==> src/rtl/tree_sum_accumulator.sv <==
// tree_sum_accumulator: sums a programmable number of tree-adder beats, in one 32-bit lane
// or two independent 16-bit lanes, and then presents the total on a valid/ready output.
module tree_sum_accumulator #(
    parameter int CNT_W = 16,
    parameter int ACC_W = 32
) (
    input  logic             clk,
    input  logic             rst_n,
    input  logic [ACC_W-1:0] in_sum,
    input  logic             in_valid,
    output logic             in_ready,
    input  logic [CNT_W-1:0] acc_len,
    input  logic             halvedPrecision,
    output logic [ACC_W-1:0] out_acc,
    output logic             out_valid,
    input  logic             out_ready,
    output logic             busy
);
    generate
        if (ACC_W != 32) begin : g_bad_acc_w
            $fatal(1, "tree_sum_accumulator: ACC_W must be 32");
        end
    endgenerate

    typedef enum logic [1:0] {IDLE, ACCUM, DRAIN} state_t;

    state_t           state_q, state_d;
    logic [ACC_W-1:0] acc_q, acc_d;
    logic [CNT_W-1:0] cnt_q, cnt_d, len_q, len_d;
    logic             mode_q, mode_d, out_valid_q, out_valid_d;
    logic [CNT_W-1:0] eff_len, cnt_inc;
    logic             beat;

    // Halved mode splits the add so lane0 can never carry into lane1.
    function automatic logic [ACC_W-1:0] lane_add(input logic [ACC_W-1:0] a, input logic [ACC_W-1:0] b,
                                                  input logic halved);
        return halved ? {a[ACC_W-1:ACC_W/2] + b[ACC_W-1:ACC_W/2], a[ACC_W/2-1:0] + b[ACC_W/2-1:0]}
                      : a + b;
    endfunction

    assign in_ready  = (state_q != DRAIN);
    assign busy      = (state_q != IDLE);
    assign out_acc   = acc_q;
    assign out_valid = out_valid_q;
    assign beat      = in_valid && in_ready;
    assign eff_len   = (acc_len == '0) ? CNT_W'(1) : acc_len;
    assign cnt_inc   = cnt_q + 1'b1;

    always_comb begin
        state_d     = state_q;
        acc_d       = acc_q;
        cnt_d       = cnt_q;
        len_d       = len_q;
        mode_d      = mode_q;
        out_valid_d = out_valid_q;
        case (state_q)
            IDLE: if (beat) begin
                len_d       = eff_len;
                mode_d      = halvedPrecision;
                acc_d       = in_sum;
                cnt_d       = CNT_W'(1);
                state_d     = (eff_len == CNT_W'(1)) ? DRAIN : ACCUM;
                out_valid_d = (eff_len == CNT_W'(1));
            end
            ACCUM: if (beat) begin
                acc_d       = lane_add(acc_q, in_sum, mode_q);
                cnt_d       = cnt_inc;
                state_d     = (cnt_inc == len_q) ? DRAIN : ACCUM;
                out_valid_d = (cnt_inc == len_q);
            end
            DRAIN: if (out_ready) begin
                state_d     = IDLE;
                out_valid_d = 1'b0;
            end
            default: state_d = IDLE;
        endcase
    end

    always_ff @(posedge clk or negedge rst_n) begin
        if (!rst_n) begin
            state_q     <= IDLE;
            acc_q       <= '0;
            cnt_q       <= '0;
            len_q       <= '0;
            mode_q      <= 1'b0;
            out_valid_q <= 1'b0;
        end else begin
            state_q     <= state_d;
            acc_q       <= acc_d;
            cnt_q       <= cnt_d;
            len_q       <= len_d;
            mode_q      <= mode_d;
            out_valid_q <= out_valid_d;
        end
    end
endmodule
==> config.mk <==
export PLATFORM = sky130hd
export DESIGN_NAME = tree_sum_accumulator
export DESIGN_NICKNAME = d
export VERILOG_FILES = /design/src/rtl/tree_sum_accumulator.sv
export SDC_FILE = /design/constraint.sdc
export NUM_CORES = 1
export LEC_CHECK = 0
export CORE_ASPECT_RATIO = 0.8
export CORE_UTILIZATION = 56
export CTS_BUF_LIST = sky130_fd_sc_hd__clkbuf_4 sky130_fd_sc_hd__clkbuf_8
export DETAILED_ROUTE_END_ITERATION = 7
export PLACE_DENSITY_LB_ADDON = 0.05
export SETUP_SLACK_MARGIN = 0.4
export SYNTH_ARGS = -nofsm -noshare
export SYNTH_HDL_FRONTEND = slang
export SYNTH_SLANG_ARGS = --single-unit
==> constraint.sdc <==
create_clock -name clk -period 2.9 [get_ports clk]
set_clock_uncertainty 0.1 [all_clocks]
set_input_delay 0.58 -clock clk [delete_from_list [all_inputs] [get_ports clk]]
set_output_delay 0.58 -clock clk [all_outputs]
set_load 0.005 [all_outputs]
==> PnR_summary.wiki <==
{| class="wikitable"
! Metric !! Value
|-
| Worst vdd rail ir drop || 0.722 mV
|-
| Area of the core || 9270 um2
|-
| Slowest CP cell || dfrtp_1
|-
| Die boundary width || 113 um
|-
| Endpoint arrival time on the critical path || 3130 ps
|-
| Cell type group with the largest total delay on the critical path || compound AO/OA/AOI/OAI gates
|-
| Failing checks || negative setup slack
|-
| Full die area || 10200 um2
|-
| Post-synth cell types || 67
|-
| Aggregate global routing overflow || 0
|-
| Maximum cell stage delay along the critical path || 420 ps
|-
| Maximum level of the CTS H-tree || 3
|-
| Cell-by-cell trace of the critical path || ha_4 > inv_2 > fa_2 > and2b_1 > o211ai_1 > a21o_1 > o2111ai_2 > nand4_1 > buf_4 > o2111ai_4 > a311oi_2 > xor2_1 > o21ai_1
|-
| Worst Setup Path Type || register to register
|-
| Synth-to-Final Area Change || 45.6%
|-
| Antenna violations before repair || 0
|-
| Clk buf depth || 2
|-
| Sequential element share of the synthesized area || 31.0%
|-
| Final core utilization || 86.2%
|-
| Maximum frequency from static timing analysis || 0.336 GHz
|-
| Combined area of the multi-input logic cells || 4150 um2
|-
| Period minus WS final || 2980 ps
|-
| Result of the run || finished with violations
|-
| Clk slew on worst S/H paths || 90 ps
|-
| Pwr Density || 1170 nW/um2
|-
| Cell with the most instances after synthesis || a21oi_1
|-
| Post-synthesis instance total || 672
|-
| Post-Route Hold Slack || 120 ps
|-
| Number of maximum-capacitance constraint violations || 0
|-
| Leakage power || 0.00336 uW
|-
| Count of nets left with antenna violations after detail routing || 0
|-
| Number of pins exceeding their max-slew limit in the final report || 0
|-
| FF+latch count, synth || 68
|-
| Critical Path Fanout Max || 3
|-
| Top-level I/O count || 88
|-
| Transition time at the pin with the least slew margin || 651 ps
|-
| # rows || 31
|-
| Switching power total || 4240 uW
|-
| Ys Warns || 0
|-
| Average wire per standard cell || 20.4 um
|-
| Worst setup EP type || register
|-
| Final Total Pwr || 9310 uW
|-
| Post-synthesis async set-or-reset flop share || 100%
|-
| Layout cell share with drive strength beyond 1 || 26.8%
|-
| Port bufs || 87
|-
| Number of violations reported at the end of detailed-routing iteration 0 || 679
|-
| Final WL || 19600 um
|-
| Worst slew slack as a fraction of its limit || 56.4%
|-
| Hold buffers post-CTS || 0
|-
| Final Wtd Congestion || 0.884
|-
| Count of antenna diodes in the layout || 0
|-
| Total internal power || 5070 uW
|-
| Total vias in the final route || 6333
|-
| Clock Latency Late Sink || 370 ps
|-
| Path class of the lowest-slack min-delay path || primary input to async pin
|-
| Ratio of routed vias to standard cells || 6.58
|-
| Cell types occupying the most area after synthesis || dfrtp_1, a21oi_1, ha_1, nor2_1, xnor2_1
|-
| Smallest setup slack after layout || -75.4 ps
|-
| Placement Setup Slack || -708 ps
|-
| Comb power frac || 70.2%
|-
| Final clock period utilization by the worst path || 103%
|-
| Setup-failing EPs final || 2
|-
| CTS sink cnt || 68
|-
| CTS tree || yes
|-
| Mapped cell area || 5490 um2
|-
| DRC violations left || 0
|-
| Detail Placement HPWL || 12300 um
|-
| List of most frequent post-synthesis cells || a21oi_1, nor2_1, dfrtp_1
|-
| Top flip-flop cell by instance count after synthesis || dfrtp_1
|-
| Power share of the sequential group || 19.9%
|-
| Fill count || 498
|-
| All-Layer GR Usage || 36.9%
|-
| Avg Cell Area, Syn || 8.17 um2
|-
| Final number of hold-violating endpoints || 0
|-
| Post-synth top area share || 31.0%
|-
| Height of the die || 90.5 um
|-
| Number of enable flip-flop cells after synthesis || 0
|-
| Cell accounting for the most synthesized area || dfrtp_1
|-
| First-pass GRT wire length || 29600 um
|-
| Largest net degree at the start of global routing || 56
|-
| Root buffer cell || clkbuf_8
|-
| DR pass1 iterations || 7
|-
| Required @ worst endpoint || 3050 ps
|-
| Effective utilization at floorplan || 59.2%
|-
| Setup repair after global routing missed its margin || true
|-
| Clock network fraction of total power || 9.9%
|-
| Flip-flop and latch area || 1700 um2
|-
| Total number of nets in the final design || 932
|-
| Post-Synthesis Net Count || 762
|-
| Clock buffer count from CTS || 9
|-
| Net switching share of the total power || 45.6%
|-
| Buffers plus inverters on the worst setup path || 2
|-
| Critical Path Start Type || register
|-
| Via count of the first global-routing pass || 6161
|}
placed cells by master, fill, tap and decap left out, drive strengths merged, types with 24 or more instances in the layout:
cell           instances
ha                    35
nor2                  76
clkdlybuf4s50         67
xnor2                 30
o21ai                 52
dfrtp                 68
o22ai                 24
nand2                 61
buf                  108
a21oi                 95
sequential cells by signal, indices dropped and copies added, names as in the netlist:
register   cells
out_acc       32
cnt_q         16
len_q         16
state_q        2
mode_q         1
out_valid      1
routing by layer:
layer / wire [um] / vias up / track usage, %
met1: 7920 / 2983 / 48.3
li1: - / 2804 / -
met4: 750 / 0 / 15.6
met3: 2010 / 104 / 8.86
met5: 0 / - / 0
met2: 8950 / 442 / 58.2
power groups by stage:
stage	clock network, uW	registers (uW)	logic, uW
5_1_grt	949	1890	6990
3_3_place_gp	0	1780	5110
6_report	920	1850	6540
3_5_place_dp	0	1810	5280
2_1_floorplan	0	1710	3290
4_1_cts	909	1820	5840
per-stage QoR:
stage / instance area (um2) / cells / setup TNS, ps
finish: 7990 / 962 / -137
global placement: 7070 / 921 / -6390
CTS: 7690 / 950 / -24.3
floorplan: 5590 / 672 / 0
global route: 7990 / 962 / -554
detailed placement: 7070 / 921 / -8410
layout make-up:
class / instances / share of cell area, %
multi-input combinational: 555 / 51.9
timing repair buffer: 194 / 21.5
sequential: 68 / 21.3
tap: 115 / 1.80
clock buffer: 10 / 1.64
clock inverter: 6 / 1.11
inverter: 14 / 0.705
kinds of logic after synthesis:
| family | Yosys count | synth area share (%) |
|---|---|---|
| compound gates | 244 | 27.3 |
| simple gates | 213 | 18.9 |
| flops | 68 | 31.0 |
| xor+xnor | 50 | 7.98 |
| buf+inv | 49 | 3.97 |
| fa+ha+maj | 37 | 8.71 |
| mux | 11 | 2.17 |
timing repair:
action | 4_1_cts | 5_1_grt
pin swaps | 44 | 50
gates resized for setup | 82 | 49
setup buffers | 13 | 12
setup endpoints to repair | 28 | 25
path summary, 6_finish.rpt:
kind | from | to | slack [ps] | depth (start not counted)
max in group asynchronous | rst_n | cnt_q[11]$_DFFE_PN0P_ | 1890 | 2
max reg2reg | out_acc[0]$_DFFE_PN0P_ | out_acc[28]$_DFFE_PN0P_ | -80 | 13
min reg2reg | cnt_q[15]$_DFFE_PN0P_ | cnt_q[15]$_DFFE_PN0P_ | 410 | 1
min | rst_n | out_acc[0]$_DFFE_PN0P_ | 120 | 1
min in group clk | cnt_q[15]$_DFFE_PN0P_ | cnt_q[15]$_DFFE_PN0P_ | 410 | 1
max | out_acc[0]$_DFFE_PN0P_ | out_acc[28]$_DFFE_PN0P_ | -80 | 13
(Power assumes the default switching activity.)
